<file path="config.mk">
export PLATFORM = sky130hd
export DESIGN_NAME = spram_arbiter
export DESIGN_NICKNAME = d
export VERILOG_FILES = /design/src/rtl/mem_pkg.sv /design/src/rtl/spram_arbiter.sv
export SDC_FILE = /design/constraint.sdc
export NUM_CORES = 1
export LEC_CHECK = 0
export ABC_AREA = 1
export BUFFER_PORTS_ARGS = -buffer_cell sky130_fd_sc_hd__buf_2
export CORE_ASPECT_RATIO = 1.75
export CORE_MARGIN = 2
export CORE_UTILIZATION = 51
export CTS_BUF_LIST = sky130_fd_sc_hd__clkbuf_8
export CTS_CLUSTER_SIZE = 30
export DETAILED_ROUTE_END_ITERATION = 8
export PLACE_DENSITY_LB_ADDON = 0.12
export SLEW_MARGIN = 10
export SYNTH_ARGS = -nofsm -noshare
export SYNTH_HDL_FRONTEND = slang
export SYNTH_SLANG_ARGS = --single-unit
</file>
<file path="constraint.sdc">
create_clock -name clk -period 1.85 [get_ports clk]
set_input_delay 0.185 -clock clk [delete_from_list [all_inputs] [get_ports clk]]
set_output_delay 0.185 -clock clk [all_outputs]
set_load 0.1 [all_outputs]
</file>
<file path="src/rtl/mem_pkg.sv">
// Shared definitions for the 32-bit memory built from two 16-bit SPRAM macros.
package mem_pkg;

    localparam int unsigned RamWordW = 32;
    localparam int unsigned RamHalfW = 16;
    localparam int unsigned RamAddrW = 14;

    typedef enum logic [1:0] {
        PortNone = 2'd0,
        PortI    = 2'd1,
        PortD    = 2'd2
    } port_e;

    typedef struct packed {
        logic [3:0] lo;
        logic [3:0] hi;
    } nib_mask_t;

    // Each byte strobe enables the two nibbles of that byte in its macro.
    function automatic nib_mask_t be_to_mask(input logic [3:0] be);
        nib_mask_t m;
        m.lo = {be[1], be[1], be[0], be[0]};
        m.hi = {be[3], be[3], be[2], be[2]};
        return m;
    endfunction

endpackage

</file>
<file path="src/rtl/spram_arbiter.sv">
// Arbiter/sequencer sharing two 16-bit SPRAM macros between the I-fetch and load/store
// ports, with an optional zero-fill of the whole array after reset.
module spram_arbiter
    import mem_pkg::*;
#(
    parameter int unsigned AW             = 14,
    parameter bit          CLEAR_ON_RESET = 1'b1,
    parameter bit          D_PRIORITY     = 1'b0
) (
    input  logic                clk,
    input  logic                resetb,
    input  logic                i_valid,
    input  logic [AW-1:0]       i_addr,
    output logic                i_ready,
    output logic                i_rvalid,
    output logic [RamWordW-1:0] i_rdata,
    input  logic                d_valid,
    input  logic                d_we,
    input  logic [AW-1:0]       d_addr,
    input  logic [RamWordW-1:0] d_wdata,
    input  logic [3:0]          d_be,
    output logic                d_ready,
    output logic                d_rvalid,
    output logic [RamWordW-1:0] d_rdata,
    output logic [RamAddrW-1:0] ram_addr,
    output logic                ram_wren,
    output logic [RamHalfW-1:0] ram_din_lo,
    output logic [RamHalfW-1:0] ram_din_hi,
    output logic [3:0]          ram_mask_lo,
    output logic [3:0]          ram_mask_hi,
    input  logic [RamHalfW-1:0] ram_dout_lo,
    input  logic [RamHalfW-1:0] ram_dout_hi,
    output logic                busy
);

    typedef enum logic {StClear, StServe} state_e;

    state_e              state_q, state_d;
    logic [AW-1:0]       clr_cnt_q, clr_cnt_d;
    port_e               rr_last_q, rr_last_d;
    port_e               rsp_src_q, rsp_src_d;
    logic                rsp_we_q, rsp_we_d;
    logic [RamAddrW-1:0] addr_q, addr_d;
    logic [RamWordW-1:0] i_rdata_q, i_rdata_d;
    logic [RamWordW-1:0] d_rdata_q, d_rdata_d;
    logic [RamWordW-1:0] rd_word;
    nib_mask_t           be_mask;

    assign be_mask = be_to_mask(d_be);

    always_comb begin
        state_d     = state_q;
        clr_cnt_d   = clr_cnt_q;
        rr_last_d   = rr_last_q;
        rsp_src_d   = PortNone;
        rsp_we_d    = 1'b0;
        i_ready     = 1'b0;
        d_ready     = 1'b0;
        busy        = 1'b0;
        ram_addr    = addr_q;
        ram_wren    = 1'b0;
        ram_din_lo  = d_wdata[15:0];
        ram_din_hi  = d_wdata[31:16];
        ram_mask_lo = be_mask.lo;
        ram_mask_hi = be_mask.hi;

        unique case (state_q)
            StClear: begin
                busy        = 1'b1;
                ram_wren    = 1'b1;
                ram_addr    = RamAddrW'(clr_cnt_q);
                ram_din_lo  = '0;
                ram_din_hi  = '0;
                ram_mask_lo = 4'hF;
                ram_mask_hi = 4'hF;
                clr_cnt_d   = clr_cnt_q + 1'b1;
                if (clr_cnt_q == '1) begin
                    state_d = StServe;
                end
            end
            StServe: begin
                if (i_valid && d_valid) begin
                    // Round-robin: the port that did not win last time takes the slot.
                    if (D_PRIORITY || rr_last_q != PortD) begin
                        d_ready = 1'b1;
                    end else begin
                        i_ready = 1'b1;
                    end
                end else begin
                    i_ready = i_valid;
                    d_ready = d_valid;
                end

                if (d_ready) begin
                    ram_addr  = RamAddrW'(d_addr);
                    ram_wren  = d_we;
                    rsp_src_d = PortD;
                    rsp_we_d  = d_we;
                    rr_last_d = PortD;
                end else if (i_ready) begin
                    ram_addr  = RamAddrW'(i_addr);
                    rsp_src_d = PortI;
                    rr_last_d = PortI;
                end
            end
        endcase

        addr_d = ram_addr;
    end

    always_comb begin
        rd_word   = {ram_dout_hi, ram_dout_lo};
        i_rvalid  = (rsp_src_q == PortI);
        d_rvalid  = (rsp_src_q == PortD);
        i_rdata_d = i_rvalid ? rd_word : i_rdata_q;
        d_rdata_d = (d_rvalid && !rsp_we_q) ? rd_word : d_rdata_q;
        i_rdata   = i_rdata_d;
        d_rdata   = d_rvalid ? (rsp_we_q ? '0 : rd_word) : d_rdata_q;
    end

    always_ff @(posedge clk or negedge resetb) begin
        if (!resetb) begin
            state_q   <= CLEAR_ON_RESET ? StClear : StServe;
            clr_cnt_q <= '0;
            rr_last_q <= PortI;
            rsp_src_q <= PortNone;
            rsp_we_q  <= 1'b0;
            addr_q    <= '0;
            i_rdata_q <= '0;
            d_rdata_q <= '0;
        end else begin
            state_q   <= state_d;
            clr_cnt_q <= clr_cnt_d;
            rr_last_q <= rr_last_d;
            rsp_src_q <= rsp_src_d;
            rsp_we_q  <= rsp_we_d;
            addr_q    <= addr_d;
            i_rdata_q <= i_rdata_d;
            d_rdata_q <= d_rdata_d;
        end
    end

endmodule

</file>
==> results.sh, run 1 <==
export IMPL_gp_congestion=0.893
export IMPL_cts_sinks=98
export IMPL_htreeDepth=3
export IMPL_grt_max_degree=41
export IMPL_first_error="[ERROR DPL-0038] Utilization greater than 100%, impossible to legalize"
export IMPL_worstEndpointType="primary output"
export IMPL_dp_hpwl_um=12800
export IMPL_start_util_pct=52.0
export IMPL_io_buffers=224
export IMPL_worst_endpoint="ram_addr[12]"
export IMPL_syn_nets=739
export IMPL_synthDistinctLibCells=29
export IMPL_ys_seq_area_share_pct=50.5
export IMPL_avgSynthCellArea_um2=7.63
export IMPL_postSynthCellCount=637
export IMPL_ios=225
export IMPL_clock_root_buffer="clkbuf_8"
export IMPL_chipWidth_um=77.8
export IMPL_die_h_um=133
export IMPL_stop_stage="global routing"
export IMPL_clk_path_buf_depth=2
export IMPL_mappedNetlistArea_um2=4860
export IMPL_cts_buffers=9
export IMPL_rows=47
export IMPL_ys_warnings_count=0
export IMPL_synth_seq_cells=98
export IMPL_outcome="did not finish"
export IMPL_placed_area_um2=8000
==> cells by family after synthesis <==
kind of cell / synth area share, %
buf+inv: 12.5
simple gates: 26.7
xor+xnor: 1.62
compound gates: 8.42
flops: 50.5
fa+ha+maj: 0.257
==> stage by stage <==
stage	TNS, ns	utilization, %	std cells	setup slack [ns]
2_1_floorplan	-10.63	-	637	-0.457
3_3_place_gp	0	85.6	965	0.137
3_5_place_dp	0	85.6	965	0.00664
4_1_cts	-6.06	96.2	1004	-0.178
==> Yosys cell counts, drive strengths merged <==
cell      n  area, um^2
a21oi     2        13.8
buf      23         166
clkbuf   10        41.3
dfrtp    97        2430
dfstp     1        26.3
ha        1        12.5
inv     107         402
nand2   241         927
nand3    36         203
nand3b    1        7.51
nand4     3        18.8
nor2     20        87.6
nor3      3        26.3
o21ai    79         395
or2       4        25.0
xnor2     2        17.5
xor2      7        61.3
==> repair_timing <==
action | 4_1_cts
gates cloned | 9
setup endpoints to repair | 95
gates resized for setup | 105
hold buffers | 1
pin swaps | 12
hold endpoints to repair | 34
buffers inserted | 13
==> run 2, diff against run 1 <==
Settings changed: CORE_ASPECT_RATIO 1.75 to default, CORE_UTILIZATION 51 to 36, CTS_BUF_LIST sky130_fd_sc_hd__clkbuf_8 to default, CTS_CLUSTER_SIZE 30 to default, PLACE_DENSITY_LB_ADDON 0.12 to 0.15.
==> run 2 against run 1 <==
The flow now finishes, with violations (negative setup slack); synthesized area did not move; synthesized cell count did not move.
==> results.sh, run 2 <==
export IMPL_wirelength_um=18800
export IMPL_dominantRegCellSynth="dfrtp_1"
export IMPL_layout_common_cells="162 x nand2_1, 129 x buf_12, 102 x inv_1"
export IMPL_leakagePower_nw=5.12
export IMPL_dp_hpwl_um=11500
export IMPL_diodes=0
export IMPL_cts_buffers=9
export IMPL_fillers=856
export IMPL_clkTransAtPathRegs_ns=0.07
export IMPL_rows=42
export IMPL_area_growth_pct=104
export IMPL_seq_power_share_pct=42.7
export IMPL_wire_per_inst_um=17.3
export IMPL_cts_tree="done"
export IMPL_violations="negative setup slack"
export IMPL_multi_input_area_um2=2710
export IMPL_chipWidth_um=120
export IMPL_ios=225
export IMPL_combPwrFrac_pct=21.8
export IMPL_io_buffers=224
export IMPL_avgSynthCellArea_um2=7.63
export IMPL_drt_first_pass_iters=5
export IMPL_whs_ns=0.111
export IMPL_ys_seq_area_share_pct=50.5
export IMPL_final_layout_size_suffix_gt1_share_pct=51.0
export IMPL_netlist_area_leader_share_pct=50.0
export IMPL_yosysTopAreaCell="dfrtp_1"
export IMPL_gp_congestion=0.820
export IMPL_first_global_vias=5453
export IMPL_synth_mux_area_share_pct=0
export IMPL_nNetsFinal=1007
export IMPL_cp_arrival_ns=1.83
export IMPL_synth_most_common_cell="nand2_1"
export IMPL_slew_headroom_pct=68.0
export IMPL_fin_ws_ns=-0.163
export IMPL_internal_power_w=0.00354
export IMPL_grtUsageTotal_pct=23.8
export IMPL_clk_path_buf_depth=2
export IMPL_power_switching_w=0.00163
export IMPL_final_common_cell="nand2_1"
export IMPL_grt_max_degree=57
export IMPL_synth_common_cells="238 x nand2_1, 107 x inv_1, 97 x dfrtp_1, 72 x o21ai_0, 33 x nand3_1"
export IMPL_gr_total_overflow=0
export IMPL_dp_cells=1018
export IMPL_hp_class="in2reg"
export IMPL_setup_worst_path_end_class="output pin"
export IMPL_cp_start_kind="flip-flop"
export IMPL_postSynthCellCount=637
export IMPL_synthAdderAreaFrac_pct=0.258
export IMPL_setup_viol=49
export IMPL_ys_warnings_count=0
export IMPL_crit_type="reg2out"
export IMPL_synthDistinctLibCells=29
export IMPL_htreeDepth=3
export IMPL_clk_latency_ns=0.35
export IMPL_core_um2=13200
export IMPL_synth_top_family_by_area="simple AND/OR/NAND/NOR gates"
export IMPL_syn_nets=739
export IMPL_reg_top3="d_rdata_q: 32 flops, i_rdata_q: 32 flops"
export IMPL_synth_seq_cells=98
export IMPL_grt_pass1_wl_um=27100
export IMPL_min_period_over_period_pct=109
export IMPL_synth_xor_area_share_pct=1.62
export IMPL_postRouteAntennaNets=0
export IMPL_p_sw_share_pct=31.5
export IMPL_finalHoldViolations=0
export IMPL_timing_fmax_mhz=497
export IMPL_start_util_pct=36.8
export IMPL_drc_errors=0
export IMPL_pwr_share_clk_pct=35.5
export IMPL_worst_ep_required_time_ns=1.66
export IMPL_synth_edf_count=0
export IMPL_drtIter0Drc=321
export IMPL_critPathMaxFanout=8
export IMPL_async_flop_share_pct=100
export IMPL_synthSimpleGateAreaFrac_pct=26.7
export IMPL_synth_area_leaders="dfrtp_1 50%, nand2_1 18%, inv_1 8.3%"
export IMPL_fin_total_pwr_w=0.00517
export IMPL_viasPerCell=4.87
export IMPL_worst_slew_pin_slew_ns=0.480
export IMPL_die_h_um=120
export IMPL_vdd_drop_max_mv=0.515
export IMPL_finClkSkew_ns=0.00948
export IMPL_grt_setup_unrepaired="true"
export IMPL_register_area_um2=2460
export IMPL_antenna_found_initial=0
export IMPL_dieArea_um2=14400
export IMPL_clock_root_buffer="clkbuf_16"
export IMPL_instances_no_fill=1086
export IMPL_mappedNetlistArea_um2=4860
export IMPL_layout_min_cycle_time_ns=2.01
export IMPL_slew_violations=0
export IMPL_max_cap_violations=0
export IMPL_outcome="finished with violations"
export IMPL_cts_sinks=98
export IMPL_dr_total_vias=5288
export IMPL_synth_compound_area_share_pct=8.42
export IMPL_cellPowerDensity_nw_per_um2=522
-- run 2: cell counts after synthesis --
No cell type changed its count.
-- run 2: path summary, 6_finish.rpt --
kind                       slack (ns)  depth (start not counted)           start             to
min in group asynchronous        0.34                          2          resetb   i_rdata_q[4]
max in group asynchronous        0.88                          3          resetb   rr_last_q[0]
hold reg to reg                  0.50                          2    rr_last_q[0]   rr_last_q[0]
setup reg to reg                 0.22                          8    rsp_src_q[1]  d_rdata_q[20]
setup / recovery                -0.16                          9    rr_last_q[0]    ram_addr[7]
hold / removal                   0.11                          3  ram_dout_lo[6]   d_rdata_q[6]
-- run 2: power groups by stage --
stage / clock (W) / sequential, W / combinational, W
CTS: 0.00186 / 0.00221 / 0.00105
detailed placement: 0 / 0.00225 / 0.000967
global placement: 0 / 0.00225 / 0.000957
global route: 0.00197 / 0.00221 / 0.00117
finish: 0.00183 / 0.00221 / 0.00112
floorplan: 0 / 0.00225 / 0.000538
-- run 2: repair_timing --
item	4_1_cts	5_1_grt
buffers inserted	22	15
pin swaps	11	21
hold buffers	1	0
gates cloned	10	9
endpoints found under the hold margin	32	0
endpoints found under the setup margin	82	64
resized for setup	119	99
-- run 2: cells by family (layout without fill, tap and decap cells) --
kind of cell | after synthesis | after routing
AO/OA/AOI/OAI | 81 | 81
XOR/XNOR | 9 | 9
adder cells (fa/ha/maj) | 1 | 1
buffers and inverters | 140 | 409
flip-flops | 98 | 98
AND/OR/NAND/NOR | 308 | 312
-- run 2: metrics by stage --
step           TNS (ns)  util (%)  area [um^2]  setup slack, ns
4_1_cts           -3.88      70.1         9250           -0.115
2_1_floorplan    -10.63         -         5030           -0.457
3_5_place_dp          0      61.2         8080            0.125
3_3_place_gp          0      61.2         8080            0.166
5_1_grt           -7.43      75.1         9900           -0.231
6_report          -3.98      75.1         9900           -0.163
-- run 2: layout make-up --
type                       instances  share of cell area [%]
inverter                         107                    4.18
sequential                        98                    24.8
multi-input combinational        403                    27.3
clock inverter                     7                   0.632
tap                              176                    2.22
timing repair buffer             286                    38.6
clock buffer                       9                    2.27
-- run 2: critical path, cell delays in order (launching register included) --
cell and delay [ns]:
dfstp_2 0.53, inv_2 0.05, nand3_4 0.09, buf_8 0.15, nand2_8 0.10, o21ai_2 0.18
inv_1 0.08, nand2_2 0.07, nand2_2 0.07, buf_12 0.17
-- run 2: routing by layer --
metal / vias to the layer above / part of all wire (%) / global-route usage, %
li1: 2469 / - / -
met1: 2559 / 38 / 27.9
met2: 219 / 53 / 42.9
met3: 41 / 6.5 / 5.75
met4: 0 / 2.3 / 6.91
met5: - / 0 / 0
Note: power is estimated with default switching activity, not from simulation.
